==> config.mk <==
export PLATFORM = sky130hd
export DESIGN_NAME = cell_bist2
export DESIGN_NICKNAME = d
export VERILOG_FILES = /design/src/rtl/cell_bist2.sv
export SDC_FILE = /design/constraint.sdc
export NUM_CORES = 1
export LEC_CHECK = 0
export BUFFER_PORTS_ARGS = -buffer_cell sky130_fd_sc_hd__buf_2
export CAP_MARGIN = 20
export CORE_MARGIN = 1
export CORE_UTILIZATION = 40
export DETAILED_ROUTE_END_ITERATION = 8
export HOLD_SLACK_MARGIN = 0.08
export PLACE_DENSITY = 0.68
export SETUP_SLACK_MARGIN = 0.4
export SLEW_MARGIN = 30
export SYNTH_ARGS = -nofsm -noshare
export SYNTH_HDL_FRONTEND = slang
export SYNTH_SLANG_ARGS = --single-unit
==> constraint.sdc <==
create_clock -name CLK -period 2.1 [get_ports CLK]
set_clock_uncertainty 0.2 [all_clocks]
set_input_delay 0.42 -clock CLK [delete_from_list [all_inputs] [get_ports CLK]]
set_output_delay 0.42 -clock CLK [all_outputs]
set_load 0.02 [all_outputs]
==> src/rtl/cell_bist2.sv <==
// Two-input cell BIST: walks {A,B} through 00,01,10,11 for NLOOP passes and counts Y mismatches.
// Optional macro CELL_BIST_YSYNC_EN adds a 2-flop synchronizer on Y and a SYNC hold state.
module cell_bist2 #(
  parameter int NLOOP = 1,
  parameter int CNTW  = 8
) (
  input  logic            CLK,
  input  logic            R,
  input  logic            START,
  input  logic [3:0]      TRUTH,
  input  logic [3:0]      SETTLE,
  output logic            A,
  output logic            B,
  input  logic            Y,
  output logic            BUSY,
  output logic            DONE,
  output logic            PASS,
  output logic [CNTW-1:0] ERRCNT
);

`ifdef CELL_BIST_YSYNC_EN
  typedef enum logic [2:0] {
    S_IDLE,
    S_DRIVE,
    S_SYNC,
    S_SAMPLE,
    S_FIN
  } state_t;
`else
  typedef enum logic [1:0] {
    S_IDLE,
    S_DRIVE,
    S_SAMPLE,
    S_FIN
  } state_t;
`endif

  localparam logic [7:0]      PASS_LAST = 8'(NLOOP - 1);
  localparam logic [CNTW-1:0] ERR_MAX   = '1;

  state_t     state;
  logic [1:0] vec;
  logic [3:0] hold_cnt;
  logic [7:0] pass_cnt;
  logic [3:0] truth_q;
  logic [3:0] settle_q;

  logic       y_cmp;
  logic       last_hold;
  logic       mismatch;
  logic       last_vec;
  logic       last_pass;

`ifdef CELL_BIST_YSYNC_EN
  logic y_meta;
  logic y_sync;
  logic sync_cnt;

  always_ff @(posedge CLK or negedge R) begin
    if (!R) begin
      y_meta <= 1'b0;
      y_sync <= 1'b0;
    end else begin
      y_meta <= Y;
      y_sync <= y_meta;
    end
  end

  // The two SYNC cycles let the current vector's Y reach y_sync before it is judged.
  assign y_cmp     = y_sync;
  assign last_hold = (state == S_SYNC) && sync_cnt;
`else
  assign y_cmp     = Y;
  assign last_hold = (state == S_DRIVE) && (hold_cnt == settle_q);
`endif

  assign mismatch  = (y_cmp != truth_q[vec]);
  assign last_vec  = (vec == 2'd3);
  assign last_pass = (pass_cnt == PASS_LAST);

  assign A = vec[1];
  assign B = vec[0];

  // NOTE: every flop here, including the latched TRUTH/SETTLE copies, is cleared by the async
  // reset so an aborted run leaves no stale state behind.
  always_ff @(posedge CLK or negedge R) begin
    if (!R) begin
      state    <= S_IDLE;
      vec      <= 2'd0;
      hold_cnt <= 4'd0;
      pass_cnt <= 8'd0;
      truth_q  <= 4'd0;
      settle_q <= 4'd0;
      BUSY     <= 1'b0;
      DONE     <= 1'b0;
      PASS     <= 1'b0;
      ERRCNT   <= '0;
`ifdef CELL_BIST_YSYNC_EN
      sync_cnt <= 1'b0;
`endif
    end else begin
      // NOTE: non-blocking throughout; the sample step below deliberately overrides the
      // per-state defaults because the last assignment in the block wins.
      case (state)
        S_IDLE: begin
          DONE <= 1'b0;
          if (START) begin
            state    <= S_DRIVE;
            vec      <= 2'd0;
            hold_cnt <= 4'd0;
            pass_cnt <= 8'd0;
            ERRCNT   <= '0;
            PASS     <= 1'b0;
            BUSY     <= 1'b1;
            truth_q  <= TRUTH;
            settle_q <= SETTLE;
          end
        end

        S_DRIVE: begin
`ifdef CELL_BIST_YSYNC_EN
          if (hold_cnt == settle_q) begin
            state    <= S_SYNC;
            sync_cnt <= 1'b0;
          end else begin
            hold_cnt <= hold_cnt + 4'd1;
          end
`else
          if (!last_hold) hold_cnt <= hold_cnt + 4'd1;
`endif
        end

`ifdef CELL_BIST_YSYNC_EN
        S_SYNC: begin
          sync_cnt <= 1'b1;
        end
`endif

        // Extra cycle after the final sample so PASS is formed from the settled count.
        S_SAMPLE: begin
          state <= S_FIN;
          BUSY  <= 1'b0;
          DONE  <= 1'b1;
          PASS  <= (ERRCNT == '0);
          vec   <= 2'd0;
        end

        S_FIN: begin
          DONE  <= 1'b0;
          state <= S_IDLE;
        end

        default: begin
          state <= S_IDLE;
        end
      endcase

      if (last_hold) begin
        if (mismatch && (ERRCNT != ERR_MAX)) ERRCNT <= ERRCNT + CNTW'(1);
        hold_cnt <= 4'd0;
        if (last_vec && last_pass) begin
          state <= S_SAMPLE;
        end else begin
          state <= S_DRIVE;
          vec   <= vec + 2'd1;
          if (last_vec) pass_cnt <= pass_cnt + 8'd1;
        end
      end
    end
  end

endmodule

==> qor.txt, run 1 <==
Status: finished, final reports clean
Unrepaired setup endpoints after global routing: yes
PD cells: 654.5 nW/um2
WP data required: 2.08 ns
Hold depth: 3
Yosys warns: 0
RR Startpoint: ERRCNT[0]$_DFF_PN0_
Final Net Count: 277
Main combinational cell family by area after synthesis: simple AND/OR/NAND/NOR gates
Setup TNS: 0 ns
CTS Buffer Depth: 2
Netlist cell types: 38
Initial antenna violation count: 0
Top_reg_cell synth: dfrtp_1
CTS H-tree depth: 2
Hold EP: settle_q[3]$_DFFE_PN0P_
Worst reg-to-reg setup slack: 0.17 ns
Worst Max-Slew Pin Slew: 0.5311 ns
R2r endpoint: ERRCNT[6]$_DFF_PN0_
Diode count: 0
Leading area contributor after synthesis: dfrtp_1
Synth Area in Simple Gates: 19.31%
Post-synth top cells: dfrtp_1 (35), nand2_1 (26), inv_1 (14), mux2i_1 (14), ha_1 (11)
Max-slew headroom at the worst pin: 64.59%
Die height: 74.00 um
Hold_sp: SETTLE[3]
Global-route wire length before repair: 7.410 mm
Placer Congestion: 0.8226
Share of cells above drive strength 1: 41.57%
Later-pin clock latency in the skew report: 0.29 ns
Area share of xor/xnor cells in the synthesized design: 4.647%
Setup violators final: 0
Mapped Cells: 198
Pre-CTS WS: 0.07662 ns
Area post-placement: 2391 um2
GR Overflow Total: 0
Tightest Hold Check Type: primary input to register
Period utilisation layout: 91.68%
Setup CP Type: register to register
Post-Syn Nets: 221
CTS buffer count: 5
Core area: 4848 um2
IO Pins: 25
Vias in the first global route: 1,628
Vias per cell: 5.168
Tot GR Track Use: 18.00%
P_leak: 1.315 nW
Post-synthesis compound-gate area fraction: 10.50%
Post-synthesis adder-cell area fraction: 6.639%
WL per Instance: 14.02 um
Fin. max-slew vios: 0
Pin count of the biggest net entering global routing: 24
Post-synthesis instance area: 2073 um2
Std cell rows: 25
Syn Area/Cell: 10.47 um2
Die area: 5475 um2
Crit path capture type: register
Setup ws final: 0.1748 ns
Synthesis-stage register bit count: 35
Worst hold slack: 0.1313 ns
Max Cap Violations: 0
Top post-synthesis cells by area: dfrtp_1 (42%), mux2i_1 (6.8%), ha_1 (6.6%), mux2_2 (5.4%), nand2_1 (4.7%)
Iter 0 DRT Violations: 92
Sequential-to-total area share from yosys stat: 42.25%
Pwr Total: 0.001830 W
Final WL: 4.513 mm
Count leader, synth: dfrtp_1
Fmax achieved: 519.4 MHz
Post-synth EDFFs: 0
Drt pass-1 iters: 4
Final HPWL DP: 3.066 mm
CP arrival: 1.91 ns
Clock sink total: 35
Final hold violation count: 0
Die width: 74.00 um
Worst-path maximum fanout: 4
DR vias: 1,664
Clock tree root buffer cell: clkbuf_8
Post-route cell area: 2796 um2
Minimum clock period: 1.925 ns
Area grow syn2layout: 34.88%
DRT antenna net count: 0
Ys async rst share: 100.0%
Worst IR Drop VDD: 548.2 uV
CTS tree: built
Port buffer count: 24
CP Launch Type: register
Remaining DRCs: 0
Post-synthesis mux area share: 12.85%
Worst r2r path cells: 7
Initial Util: 42.76%
Top cell type's share of synthesized area: 42.25%
Clock Pin Slew Worst Setup and Hold Paths: 0.07 ns
[worst max path at each step]
stage | slack (ns) | cells past startpoint | endpoint | start
after floorplan | 0.15 | 8 | ERRCNT[0]$_DFF_PN0_ | state[1]$_DFFE_PN0P_
after global placement | 0.12 | 6 | ERRCNT[0]$_DFF_PN0_ | ERRCNT[0]$_DFF_PN0_
after detailed placement | 0.08 | 5 | ERRCNT[0]$_DFF_PN0_ | hold_cnt[2]$_DFFE_PN0P_
after CTS | 0.17 | 7 | ERRCNT[6]$_DFF_PN0_ | ERRCNT[1]$_DFF_PN0_
after global routing | 0.13 | 7 | ERRCNT[6]$_DFF_PN0_ | ERRCNT[1]$_DFF_PN0_
final | 0.17 | 7 | ERRCNT[6]$_DFF_PN0_ | ERRCNT[0]$_DFF_PN0_
[placed cells by master (no fill, tap or decap), types with 4 or more instances in the layout]
| cell type | netlist | routed |
|---|---|---|
| dfrtp_1 | 35 | 30 |
| buf_2 | 0 | 24 |
| nand2_1 | 26 | 23 |
| buf_4 | 0 | 19 |
| mux2i_1 | 14 | 14 |
| inv_1 | 14 | 11 |
| mux2_2 | 10 | 9 |
| nand3_1 | 9 | 8 |
| o21ai_0 | 7 | 7 |
| buf_6 | 2 | 7 |
| xnor2_1 | 6 | 6 |
| nor2_1 | 8 | 6 |
| ha_1 | 11 | 6 |
| dfrtp_2 | 0 | 5 |
| xor2_1 | 5 | 5 |
| ha_4 | 0 | 5 |
| clkbuf_8 | 0 | 5 |
| nor4b_1 | 6 | 4 |
| a221o_1 | 4 | 4 |
[cell type report]
| type | count | area [um2] |
|---|---|---|
| clock inverters | 1 | 5.005 |
| well taps | 67 | 83.83 |
| fillers | 407 | 2052 |
| repair buffers | 52 | 371.6 |
| flip-flops and latches | 35 | 882.1 |
| inverters | 14 | 55.05 |
| clock buffers | 7 | 76.32 |
| multi-input cells | 146 | 1323 |
[cells by family (layout without fill, tap and decap cells)]
group,count (synthesis),count (layout)
buf+inv,17,74
xor+xnor,11,11
simple gates,73,73
fa+ha+maj,11,11
flops,35,35
compound gates,26,26
mux,25,25
[what timing repair did]
| action | CTS | global route |
|---|---|---|
| gates resized for setup | 22 | 15 |
| setup buffers | 8 | 9 |
| pin swaps | 7 | 13 |
| endpoints found under the setup margin | 31 | 31 |
| endpoints found under the hold margin | 21 | 0 |
| hold buffers | 1 | 0 |
[per-layer routing]
metal,wire length (um),vias up,global-route usage [%]
li1,-,820,-
met1,2082,805,22.19
met2,2225,32,30.51
met3,146,7,4.743
met4,59,0,6.197
met5,0,-,0
[critical path, cell delays in order, from the launching register on]
cell and delay [ns]:
dfrtp_2 0.39, ha_4 0.14, and3_4 0.18, and3_4 0.20
and3_4 0.23, nor3_4 0.05, buf_6 0.12, a221o_1 0.30
[registers in the layout, indices dropped and copies added, names as in the netlist]
name,cells
pass_cnt,8
truth_q,4
BUSY,1
DONE,1
state,2
vec,2
settle_q,4
PASS,1
hold_cnt,4
ERRCNT,8
[metrics by stage]
step / instances / util, %
2_1_floorplan: 198 / -
3_5_place_dp: 296 / 49.32
4_1_cts: 313 / 54.35
6_report: 322 / 57.68
3_3_place_gp: 296 / 49.32
5_1_grt: 322 / 57.68
[power by group]
part	switching (W)	internal [W]	leakage (nW)
sequential	0.0000447	0.000727	0.453
clock	0.000248	0.000233	0.0422
combinational	0.000297	0.000280	0.819
total	0.000590	0.00124	1.31
Note: power is estimated with default switching activity, not from simulation.
==> run 2, diff against run 1 <==
--- a/config.mk
+++ b/config.mk
@@ -11,7 +11,7 @@
 export CORE_UTILIZATION = 40
 export DETAILED_ROUTE_END_ITERATION = 8
 export HOLD_SLACK_MARGIN = 0.08
-export PLACE_DENSITY = 0.68
+export PLACE_DENSITY_LB_ADDON = 0.08
 export SETUP_SLACK_MARGIN = 0.4
 export SLEW_MARGIN = 30
 export SYNTH_ARGS = -nofsm -noshare
==> run 2 against run 1 <==
  * Non-clock buffer count decreased by 3
  * Hold slack improved by 0.017 ns
  * Sequential cell count is the same
  * Die area is the same
  * Critical path type unchanged
  * Largest cell class unchanged
  * Largest power group unchanged
  * Highest routed layer unchanged
==> qor.txt, run 2 (synthesized netlist as in run 1, its figures left out) <==
CP arrival: 1.90 ns (about the same)
Post-route cell area: 2805 um2 (+0.31%)
Initial antenna violation count: 0 (unchanged)
Share of cells above drive strength 1: 42.06% (+0.49 points)
Area post-placement: 2389 um2 (-0.10%)
Final WL: 4.682 mm (+3.7%)
Final cell count without fillers: 319 (-0.93%)
Die height: 74.00 um (unchanged)
Final Net Count: 274 (-1.1%)
Crit path capture type: register
CTS H-tree depth: 2 (unchanged)
IO Pins: 25 (unchanged)
Delay-heaviest family, CP: simple AND/OR/NAND/NOR gates
Fmax achieved: 521.4 MHz (+0.38%)
P_leak: 1.318 nW (+0.21%)
Die area: 5475 um2 (unchanged)
Clock Pin Slew Worst Setup and Hold Paths: 0.07 ns (about the same)
Max-slew headroom at the worst pin: 72.45% (+7.9 points)
PD cells: 671.9 nW/um2 (+2.7%)
Most used cell, CP: and3_4
Pre-CTS WS: 0.02980 ns (-0.04682 ns)
Minimum clock period: 1.918 ns (-0.007340 ns)
Die width: 74.00 um (unchanged)
Setup CP Type: register to register
Tightest Hold Check Type: primary input to register
Iter 0 DRT Violations: 120 (+30%)
CTS tree: built
CTS Buffer Depth: 2 (unchanged)
Worst Max-Slew Pin Slew: 0.4132 ns (-0.1179 ns)
Hold depth: 3 (unchanged)
Inst Count DP: 294 (-0.68%)
Vias in the first global route: 1,686 (+3.6%)
Pin count of the biggest net entering global routing: 20 (-17%)
Later-pin clock latency in the skew report: 0.29 ns (about the same)
Worst hold slack: 0.1486 ns (+0.01725 ns)
Commonest cells after routing, fill and taps aside: dfrtp_1 (28), buf_2 (24), nand2_1 (23)
Crit path launch: ERRCNT[1]$_DFF_PN0_
Worst-path maximum fanout: 4 (unchanged)
Area grow syn2layout: 35.30%
FILL cells: 410 (+0.74%)
Worst r2r path cells: 7 (unchanged)
Final HPWL DP: 3.305 mm (+7.8%)
Diode count: 0 (unchanged)
Crit path cell chain: ha_4 > and3_4 > and3_4 > and3_4 > nor3_4 > buf_6 > a221o_1
Max Cap Violations: 0 (unchanged)
GR Overflow Total: 0 (unchanged)
CP max stage delay: 0.39 ns (about the same)
Unrepaired setup endpoints after global routing: yes
Fin. max-slew vios: 0 (unchanged)
Clock tree root buffer cell: clkbuf_8
Port buffer count: 24 (unchanged)
Buffers & Inverters on Critical Path: 1 (unchanged)
Remaining DRCs: 0 (unchanged)
WP depth: 7 (unchanged)
Top flop regs: ERRCNT: 8 flops, pass_cnt: 8 flops
CTS buffer count: 5 (unchanged)
Core area: 4848 um2 (unchanged)
WL per Instance: 14.68 um (+4.7%)
Vias per cell: 5.172 (about the same)
Tot GR Track Use: 19.14% (+1.1 points)
Commonest non-fill, non-tap cell in the layout: dfrtp_1
Clock sink total: 35 (unchanged)
Drt pass-1 iters: 4 (unchanged)
Placer Congestion: 0.8633 (+4.9%)
Setup ws final: 0.1821 ns (+0.007340 ns)
Worst IR Drop VDD: 454.4 uV (-17%)
Status: finished, final reports clean
Hold_sp: SETTLE[3]
Worst reg-to-reg setup slack: 0.18 ns (about the same)
Global-route wire length before repair: 7.803 mm (+5.3%)
RR Startpoint: ERRCNT[1]$_DFF_PN0_
DRT antenna net count: 0 (unchanged)
WP data required: 2.08 ns (about the same)
Final hold violation count: 0 (unchanged)
CP Launch Type: register
Std cell rows: 25 (unchanged)
Setup violators final: 0 (unchanged)
Cell with the largest stage delay on the worst path: dfrtp_2
Initial Util: 42.76% (unchanged)
DR vias: 1,650 (-0.84%)
Setup TNS: 0 ns (unchanged)
Period utilisation layout: 91.33% (-0.35 points)
[run 2: cell count changes in the layout (fill, tap and decap cells not counted), sizes merged]
cell and change:
clkinv -1, clkbuf +1, buf -3
[run 2: worst paths after layout]
check / endpoint
min in group asynchronous: ERRCNT[6]$_DFF_PN0_
worst max-delay path: ERRCNT[6]$_DFF_PN0_
worst max register to register: ERRCNT[6]$_DFF_PN0_
worst min-delay path: settle_q[3]$_DFFE_PN0P_
max in group asynchronous: hold_cnt[2]$_DFFE_PN0P_
worst min register to register: PASS$_DFFE_PN0P_
[run 2: report_power, final]
| part | internal, W | switching (W) |
|---|---|---|
| Combinational | 0.000274 | 0.000285 |
| Clock | 0.000300 | 0.000243 |
| Sequential | 0.000727 | 0.0000554 |
[run 2: worst register-to-register path, stage by stage, from the launching register on]
cell and delay, ns:
dfrtp_2 0.39, ha_4 0.14, and3_4 0.18, and3_4 0.20
and3_4 0.23, nor3_4 0.06, buf_6 0.12, a221o_1 0.30
[run 2: final cells by class]
class	instances	area, um2	area share, %
Multi-Input combinational cell	146	1336	47.64
Tap cell	67	83.83	2.988
Clock buffer	8	100.1	3.568
Inverter	14	55.05	1.963
Timing Repair Buffer	49	345.3	12.31
Sequential cell	35	884.6	31.53
[run 2: routing by layer]
metal / wire (um) / track usage, % / part of all wire [%] / vias to the layer above
li1: - / - / - / 807
met1: 2147 / 24.40 / 46 / 803
met2: 2347 / 31.92 / 50 / 32
met3: 128 / 3.659 / 2.7 / 8
met4: 59 / 7.906 / 1.3 / 0
met5: 0 / 0 / 0 / -
[run 2: what timing repair did]
action	CTS	global route
gates cloned	0	0
setup buffers	10	6
gates resized for setup	20	21
endpoints found under the setup margin	32	31
pin swaps	6	7
hold endpoints to repair	16	0
hold buffers	1	0
[run 2: per-stage QoR]
step           total power [W]  utilization (%)
2_1_floorplan         0.001087                -
3_3_place_gp          0.001210            49.26
3_5_place_dp          0.001225            49.26
4_1_cts               0.001828            54.79
5_1_grt               0.001987            57.86
6_report              0.001885            57.86
